==> src/rtl/enc_bpsk_if.sv <==
// enc_bpsk_if: byte handshake between a byte source and the BPSK encoder.
//   data_in    : byte to transmit, sampled when data_valid & ready
//   data_valid : source has a byte
//   ready      : encoder can accept a byte (only while idle)
// master = byte source, slave = encoder.
interface enc_bpsk_if;
    logic [7:0] data_in;
    logic       data_valid;
    logic       ready;

    modport master (output data_in, output data_valid, input ready);
    modport slave  (input data_in, input data_valid, output ready);
endinterface

==> src/rtl/enc_bpsk.sv <==
// enc_bpsk: frames one byte and spreads it with a 31-chip m-sequence.
// A frame is the 31-chip sync word (MSB first) followed by 8 data bits,
// MSB first; each data bit spans one full m-sequence period and a 1 bit
// inverts the sequence. Every chip is held for CHIP_DIV clocks.
// Ports:
//   clk        : system clock
//   rst        : synchronous, active-high reset
//   bus        : byte handshake (data_in, data_valid, ready)
//   signal     : registered chip output
//   chip_stb   : one-clock pulse on the first clock of each chip
//   busy       : frame in progress
//   frame_done : one-clock pulse on the last clock of the last chip
module enc_bpsk #(
    parameter logic [4:0]  FASE_PARAM = 5'b10101,
    parameter logic [4:0]  TYPE_PARAM = 5'b11101,
    parameter logic [30:0] SYNC_WORD  = 31'b0011001100111100110000000011110,
    parameter int unsigned CHIP_DIV   = 1
) (
    input  logic       clk,
    input  logic       rst,
    enc_bpsk_if.slave  bus,
    output logic       signal,
    output logic       chip_stb,
    output logic       busy,
    output logic       frame_done
);

    localparam logic [7:0] DIV_LAST = 8'(CHIP_DIV - 1);

    typedef enum logic [1:0] {
        IDLE = 2'd0,
        SYNC = 2'd1,
        DATA = 2'd2
    } state_t;

    state_t     state, state_n;
    logic [7:0] div_cnt, div_n;
    logic [4:0] chip_cnt, chip_n;
    logic [2:0] bit_cnt, bit_n;
    logic [4:0] lfsr, lfsr_n;
    logic [7:0] shreg, shreg_n;
    logic       signal_n, stb_n, done_n;
    logic       last_div, last_chip, fb;

    always_ff @(posedge clk) begin
        if (rst) begin
            state      <= IDLE;
            div_cnt    <= '0;
            chip_cnt   <= '0;
            bit_cnt    <= '0;
            lfsr       <= FASE_PARAM;
            shreg      <= '0;
            signal     <= 1'b0;
            chip_stb   <= 1'b0;
            busy       <= 1'b0;
            frame_done <= 1'b0;
            bus.ready  <= 1'b1;
        end else begin
            state      <= state_n;
            div_cnt    <= div_n;
            chip_cnt   <= chip_n;
            bit_cnt    <= bit_n;
            lfsr       <= lfsr_n;
            shreg      <= shreg_n;
            signal     <= signal_n;
            chip_stb   <= stb_n;
            busy       <= (state_n != IDLE);
            frame_done <= done_n;
            bus.ready  <= (state_n == IDLE);
        end
    end

    always_comb begin
        state_n   = state;
        div_n     = div_cnt;
        chip_n    = chip_cnt;
        bit_n     = bit_cnt;
        lfsr_n    = lfsr;
        shreg_n   = shreg;
        last_div  = (div_cnt == DIV_LAST);
        last_chip = (chip_cnt == 5'd30);
        fb        = ^(lfsr & TYPE_PARAM);

        case (state)
            IDLE: begin
                if (bus.data_valid && bus.ready) begin
                    state_n = SYNC;
                    div_n   = '0;
                    chip_n  = '0;
                    shreg_n = bus.data_in;
                end
            end
            SYNC: begin
                if (last_div) begin
                    div_n = '0;
                    if (last_chip) begin
                        state_n = DATA;
                        chip_n  = '0;
                        bit_n   = 3'd7;
                        lfsr_n  = FASE_PARAM;
                    end else begin
                        chip_n = chip_cnt + 5'd1;
                    end
                end else begin
                    div_n = div_cnt + 8'd1;
                end
            end
            DATA: begin
                if (last_div) begin
                    div_n = '0;
                    if (last_chip) begin
                        // Every data bit restarts the sequence from the seed.
                        chip_n = '0;
                        lfsr_n = FASE_PARAM;
                        if (bit_cnt == 3'd0) begin
                            state_n = IDLE;
                        end else begin
                            bit_n   = bit_cnt - 3'd1;
                            shreg_n = {shreg[6:0], 1'b0};
                        end
                    end else begin
                        chip_n = chip_cnt + 5'd1;
                        lfsr_n = {fb, lfsr[4:1]};
                    end
                end else begin
                    div_n = div_cnt + 8'd1;
                end
            end
            default: state_n = IDLE;
        endcase

        // Outputs are registered, so they are derived from the next-state
        // values; this puts the first sync chip on the clock after accept.
        signal_n = 1'b0;
        stb_n    = 1'b0;
        done_n   = 1'b0;
        case (state_n)
            SYNC: begin
                signal_n = SYNC_WORD[5'd30 - chip_n];
                stb_n    = (div_n == 8'd0);
            end
            DATA: begin
                signal_n = lfsr_n[0] ^ shreg_n[7];
                stb_n    = (div_n == 8'd0);
                done_n   = (bit_n == 3'd0) && (chip_n == 5'd30) && (div_n == DIV_LAST);
            end
            default: ;
        endcase
    end

endmodule

==> src/flat_wrapper.sv <==
// flat-port wrapper written by rule: the top's interface ports become plain ports
module enc_bpsk_flat 
#(
    parameter logic [4:0]  FASE_PARAM = 5'b10101,
    parameter logic [4:0]  TYPE_PARAM = 5'b11101,
    parameter logic [30:0] SYNC_WORD  = 31'b0011001100111100110000000011110,
    parameter int unsigned CHIP_DIV   = 1
)
  (clk, rst, signal, chip_stb, busy, frame_done, bus_data_in, bus_data_valid, bus_ready);
  enc_bpsk_if bus_i ();
  input  logic clk;
  input  logic rst;
  output logic signal;
  output logic chip_stb;
  output logic busy;
  output logic frame_done;
  input wire logic [$bits(bus_i.data_in)-1:0] bus_data_in;
  input wire logic [$bits(bus_i.data_valid)-1:0] bus_data_valid;
  output wire logic [$bits(bus_i.ready)-1:0] bus_ready;
  assign bus_i.data_in = bus_data_in;
  assign bus_i.data_valid = bus_data_valid;
  assign bus_ready = bus_i.ready;
  enc_bpsk #(.FASE_PARAM(FASE_PARAM), .TYPE_PARAM(TYPE_PARAM), .SYNC_WORD(SYNC_WORD), .CHIP_DIV(CHIP_DIV)) u_core (.clk(clk), .rst(rst), .bus(bus_i), .signal(signal), .chip_stb(chip_stb), .busy(busy), .frame_done(frame_done));
endmodule
==> config.mk <==
export PLATFORM = sky130hd
export DESIGN_NAME = enc_bpsk_flat
export DESIGN_NICKNAME = d
export VERILOG_FILES = /design/src/rtl/enc_bpsk_if.sv /design/src/rtl/enc_bpsk.sv /design/src/flat_wrapper.sv
export SDC_FILE = /design/constraint.sdc
export NUM_CORES = 1
export LEC_CHECK = 0
export ABC_AREA = 0
export CAP_MARGIN = 30
export CORE_MARGIN = 2
export CORE_UTILIZATION = 60
export CTS_BUF_LIST = sky130_fd_sc_hd__clkbuf_8
export CTS_CLUSTER_SIZE = 12
export DETAILED_ROUTE_END_ITERATION = 10
export PLACE_DENSITY = 0.78
export SKIP_CTS_REPAIR_TIMING = 1
export SYNTH_ARGS = -nofsm -noshare
export SYNTH_HDL_FRONTEND = slang
export SYNTH_SLANG_ARGS = --single-unit
==> constraint.sdc <==
create_clock -name clk -period 7 [get_ports clk]
set_input_delay 1.4 -clock clk [delete_from_list [all_inputs] [get_ports clk]]
set_output_delay 1.4 -clock clk [all_outputs]
set_load 0.01 [all_outputs]
After elaboration in Yosys (flattened, before gate mapping) --
Memories as Yosys holds them, arrays and structs flattened. Index checks and enable logic that the tools add are counted.
Word-level totals: flip-flop bits (word level) 36, bits in latches 0, RAM bits 0, memory bits (read-only) 32, bits of input ports 11, output and inout bits 5, word-level logic and storage cells 85, memories 1
Memories:
- (no name shown) | depth 32, bits a word 1, read ports 1, clocked after Yosys merged registers in 0, wr ports 0, line enc_bpsk.sv:139 | signal_n = SYNC_WORD[5'd30 - chip_n];
Cells by class: add/subtract/negate cells 4, multipliers 0, div/mod/pow operators 0, magnitude comparators 1, equality and inequality tests 12, shift-type cells 0, multiplexer cells 32, bitwise gates (word level) 3, reductions and logical operators 19
Operators by type and width (number):
- 8-bit 2-to-1 mux | 6
- 5-bit 2-to-1 mux | 7
- 8-bit case mux with 2 select lines | 2
- 5-bit case mux with 2 select lines | 2
- 8-bit logical NOT | 2
- 3-bit 2-to-1 mux | 5
- 2-bit 2-to-1 mux | 6
- 5-bit equality test, second input constant | 2
- 2-bit by 1-bit inequality test with 1-bit output, second input constant | 5
- 8-bit by 1-bit adder with 8-bit output, second input constant | 1
- 2-bit OR reduction | 4
- 3-bit logical NOT | 2
- 5-bit by 6-bit less-than comparator with 1-bit output, second input constant | 1
- 2-bit case mux with 3 select lines | 1
- 3-bit case mux with 2 select lines | 1
- 2-bit nonzero test | 3
- 5-bit by 1-bit adder with 5-bit output, second input constant | 1
- 5-bit AND reduction | 1
- 5-bit XOR reduction | 1
- 5-bit subtractor, first input constant | 1
- 2-bit by 1-bit equality test with 1-bit output, second input constant | 2
- 2-bit equality test, second input constant | 2
- 2-bit logical NOT | 2
- 4-bit AND reduction | 1
- 7 further kinds | 10

Depth between registers and ports, before layout --
word-level depth 9, depth in mapped cells 16, gate-level depth less buffers 15

Worst setup path after synthesis --
Ideal clock, no wire load.
path kind input -> register, start input bus_data_valid, end register u_core.signal, setup time 0.137 ns, arrival time 3.468 ns, data required time 6.863 ns, slack 3.395 ns, cell stages on the path 12, buffers on the path 0, cell sequence a21boi_1 nor2_1 a21boi_1 nor2_1 inv_1 ha_1 nand2_1 o311a_2 nor2_1 and3b_1 o31ai_1 o311ai_1
Between the ends: cells in the longest elaborated chain, start to end 7, elaborated cells on any way between the ends 14, classes of those cells add/sub: 1; eq/ne: 2; mux: 8; bitwise: 1; reduce/logical: 1; memory: 1
Ends and longest elaborated chain:
- start: declaration | line flat_wrapper.sv:18 | input wire logic [$bits(bus_i.data_valid)-1:0] bus_data_valid;
- 1-bit logical AND | line enc_bpsk.sv:86 | if (bus.data_valid && bus.ready) begin
- 5-bit 2-to-1 mux | line enc_bpsk.sv:86
- 5-bit case mux with 2 select lines | line enc_bpsk.sv:84 | case (state)
- via u_core.chip_n[1] | line enc_bpsk.sv:38 | logic [4:0] chip_cnt, chip_n;
- 5-bit subtractor | line enc_bpsk.sv:139
- memory 32 x 1 bit
- 1-bit 2-to-1 mux (implied by the code) | line enc_bpsk.sv:139
- 1-bit case mux with 2 select lines | line enc_bpsk.sv:137 | case (state_n)
- end signal: assignment | line enc_bpsk.sv:65 | signal <= signal_n;
- end: declaration | line enc_bpsk.sv:22 | output logic signal,
The timed path passes the listed nets, and every way through them passes these cells. The select of a mux whose other input is x is not followed. A chain may end at the register's enable or synchronous reset.

Worst setup path after layout --
Same ends and word-level chain as after synthesis.

==> impl_metrics.toml <==
[status]
outcome = "completed"

[timing]
tightest_slew_ns = 0.756
post-route-period-util_pct = 60.1
hold_viol = 0
setup_viol = 0
max_slew_margin_pct = 49.4
fin_tns_setup_ns = 0
worst_slack_ns = 2.79
final.min_clock_period_ns = 4.21
slew_violations = 0
fin_skew_ns = 0.00455
timing.fmax_mhz = 238
rsz0062_at_grt = "false"

[worst_setup_path]
cp_common_cell = "nor2_1"
cp.arrival_ns = 4.37
cp_top_family = "compound AO/OA/AOI/OAI gates"
cp_num_buf_inv = 2
crit_type = "in -> reg"
rr_worst_depth = 15
cpPeakStageDelay_ns = 0.45
path_max_fanout = 6
crit_path_top_delay_cell = "a21boi_1"
r2r_setup_slack_ns = 3.08
cp.required_ns = 7.16
end_kind = "register"
rr_startpoint = "u_core.div_cnt[0]"
critPathLaunchType = "primary input"
cp_cell_sequence = "clkdlybuf4s50_1, a21boi_1, nor2_1, a21boi_1, nor2_1, inv_1, ha_1, nand2_1, o311a_2, nor2_1, and3b_1, o31ai_1, o311ai_1"
r2r_end = "u_core.signal"

[final_layout]
finalNetCount = 335
finalNonFillerCells = 357
area_delta_synth_final_pct = 10.3
drive_above_1_share_pct = 7.44
antenna_cells = 0
final_area_um2 = 2620
nFillCells = 312

[hold_path]
min_to = "u_core.shreg[0]"
hold_start = "u_core.shreg[0]"
whs_path_depth = 2
hold_path.class = "reg -> reg"

[die]
die_y_um = 66.9
start_util_pct = 63.5
io_pins = 16
die-area_um2 = 4480
core_um2 = 3740
dieWidth_um = 66.9
num_rows = 22

[drt]
drcViolationCount = 0
via_per_inst = 6.10
drt_iter0_drc = 156
ant_nets = 0
vias = 2177
wirelength_mm = 5.30
wl_per_cell_um = 14.8
drtPass1Iterations = 5

[clock_network]
clk-insertion-delay-late_ns = 0.29
cts_max_level = 2
cts_tree = "done"
cts_buffers = 5
clk_pin_slew_ns = 0.07
clock_path_buffers = 2
root_buffer = "clkbuf_8"
clock-sinks = 36

[logic_synthesis]
synth_edf_count = 0
ys.flop_type = "dfxtp_1"
synth_fa_ha_area_share_pct = 8.43
synth_seq_area_share_pct = 30.3
yosys_warnings = 0
synth_fp_nets = 327
synthSimpleGateAreaFrac_pct = 27.6
synth_top_family_by_area = "simple AND/OR/NAND/NOR gates"
async_flop_share_pct = 0
synthCells = 300
synth_compound_area_share_pct = 26.1
synthMuxAreaShare_pct = 0.474
syn-cell-area_um2 = 2380
yosys.area_share.xor_xnor_pct = 1.84
synth_seq_cells = 36
synth_cell_type_count = 57
avgSynthCellArea_um2 = 7.92

[place]
dp_cells = 349
hpwl_mm = 3.78
portBuffers = 15
dp_slack_ns = 2.53
globalplace.congestion = 0.914
dpl_cell_area_um2 = 2530

[global_route]
grt_pass1_vias = 2091
grt_use_total_pct = 26.2
grt_first_pass_wirelength_mm = 8.93
grt_max_degree = 35
antenna_found_initial = 0
grt_overflow = 0

[power]
power_density_nw_per_um2 = 182
max-vdd-ir-drop_v = 0.000131
cellLeakagePower_nw = 1.02

[run]
max_cap_viol_count = 0
[final cells by class]
| type | instances | area [um^2] | area share (%) |
|---|---|---|---|
| inverters | 15 | 56.3 | 2.15 |
| repair buffers | 16 | 158 | 6.02 |
| multi-input cells | 234 | 1530 | 58.5 |
| clock inverters | 2 | 10.0 | 0.382 |
| well taps | 48 | 60.1 | 2.29 |
| clock buffers | 6 | 82.6 | 3.15 |
| flip-flops and latches | 36 | 721 | 27.5 |
[per-layer routing]
layer	wire [um]	global-route usage, %	vias to the layer above
li1	-	-	1104
met4	129	14.0	0
met3	234	6.25	12
met1	2380	29.1	1011
met2	2550	45.9	50
met5	0	0	-
[synthesized netlist by cell type, types with 2 or more instances]
| library cell | n | share of area [%] |
|---|---|---|
| nand2b_1 | 3 | 0.79 |
| a21oi_2 | 2 | 0.74 |
| nor4b_1 | 2 | 0.74 |
| or2_2 | 2 | 0.53 |
| a22oi_1 | 11 | 3.5 |
| and2_1 | 4 | 1.1 |
| a31oi_1 | 2 | 0.53 |
| buf_2 | 2 | 0.42 |
| a21oi_1 | 15 | 3.2 |
| nand4_1 | 6 | 1.6 |
| dfxtp_1 | 36 | 30 |
| clkbuf_1 | 9 | 1.4 |
| inv_1 | 15 | 2.4 |
| ha_1 | 16 | 8.4 |
| nor3_1 | 6 | 1.3 |
| a21o_1 | 2 | 0.63 |
| nor3b_1 | 2 | 0.63 |
| a21boi_0 | 3 | 0.95 |
| o31ai_1 | 2 | 0.63 |
| a211oi_1 | 9 | 2.8 |
| o211ai_1 | 4 | 1.3 |
| nor2b_1 | 9 | 2.4 |
| nand2_1 | 23 | 3.6 |
| nand3_1 | 9 | 1.9 |
| o22ai_1 | 2 | 0.53 |
| a211o_1 | 2 | 0.74 |
| o211a_1 | 4 | 1.7 |
| nor2_1 | 37 | 5.8 |
| o21ai_0 | 21 | 4.4 |
| o21ai_1 | 2 | 0.42 |
| and3_1 | 4 | 1.1 |
| clkbuf_2 | 3 | 0.63 |
| a21boi_1 | 2 | 0.63 |
| or3_1 | 2 | 0.53 |
| nor4_4 | 2 | 1.8 |
| xnor2_1 | 4 | 1.5 |
[cells in the final DEF (no fill, tap or decap), types with 4 or more instances in the layout]
cell type	n
nor3_1	6
ha_1	16
a21oi_1	15
xnor2_1	4
nor2_1	37
a211oi_1	9
nand2_1	23
a22oi_1	11
nor2b_1	9
inv_1	15
clkdlybuf4s50_1	15
and3_1	4
clkbuf_8	6
dfxtp_1	36
o21ai_0	21
nand4_1	6
and2_1	4
nand3_1	9
o211a_1	4
o211ai_1	4
[tightest hold or removal path: cells and delay by family, from the launching register on]
family	cells	cell delay (ns)
flip-flops	1	0.31
AND/OR/NAND/NOR	1	0.06
AO/OA/AOI/OAI	1	0.06
[sequential cells by signal, indices dropped and copies added (netlist names)]
| signal | flops |
|---|---|
| u_core.bit_cnt | 3 |
| u_core.chip_cnt | 5 |
| u_core.lfsr | 5 |
| u_core.shreg | 8 |
| u_core.frame_done | 1 |
| u_core.chip_stb | 1 |
| u_core.div_cnt | 8 |
| u_core.busy | 1 |
| u_core.bus.ready | 1 |
| u_core.signal | 1 |
| u_core.state | 2 |
[power by group]
part           total, mW  internal (mW)  switching, mW
sequential         0.227          0.218        0.00896
clock              0.150         0.0784         0.0719
combinational     0.0979         0.0414         0.0565
[stage by stage]
stage	total power, mW	hold slack (ns)	utilization (%)
3_5_place_dp	0.329	0.472	67.5
6_report	0.476	0.476	70.0
4_1_cts	0.483	0.483	70.0
2_1_floorplan	0.302	0.445	-
5_1_grt	0.503	0.521	70.0
3_3_place_gp	0.327	0.459	67.5
[worst max-delay path by stage]
stage	from	to	slack (ns)	cells after the start
after floorplan	bus_data_valid	u_core.signal	3.39	12
after global placement	bus_data_valid	u_core.signal	2.62	13
after detailed placement	bus_data_valid	u_core.signal	2.53	13
after CTS	bus_data_valid	u_core.signal	2.85	13
after global routing	bus_data_valid	u_core.signal	2.56	14
final	bus_data_valid	u_core.signal	2.79	13
[cell families (layout without fill, tap and decap cells)]
kind of cell | Yosys count | in the layout
buffers and inverters | 30 | 39
adders and majority gates | 16 | 16
and+or+nand+nor | 121 | 121
xor gates and xnor gates | 5 | 5
AOI/OAI and AO/OA | 91 | 91
muxes | 1 | 1
DFF | 36 | 36
No activity file was read; power rests on OpenSTA's default activity.
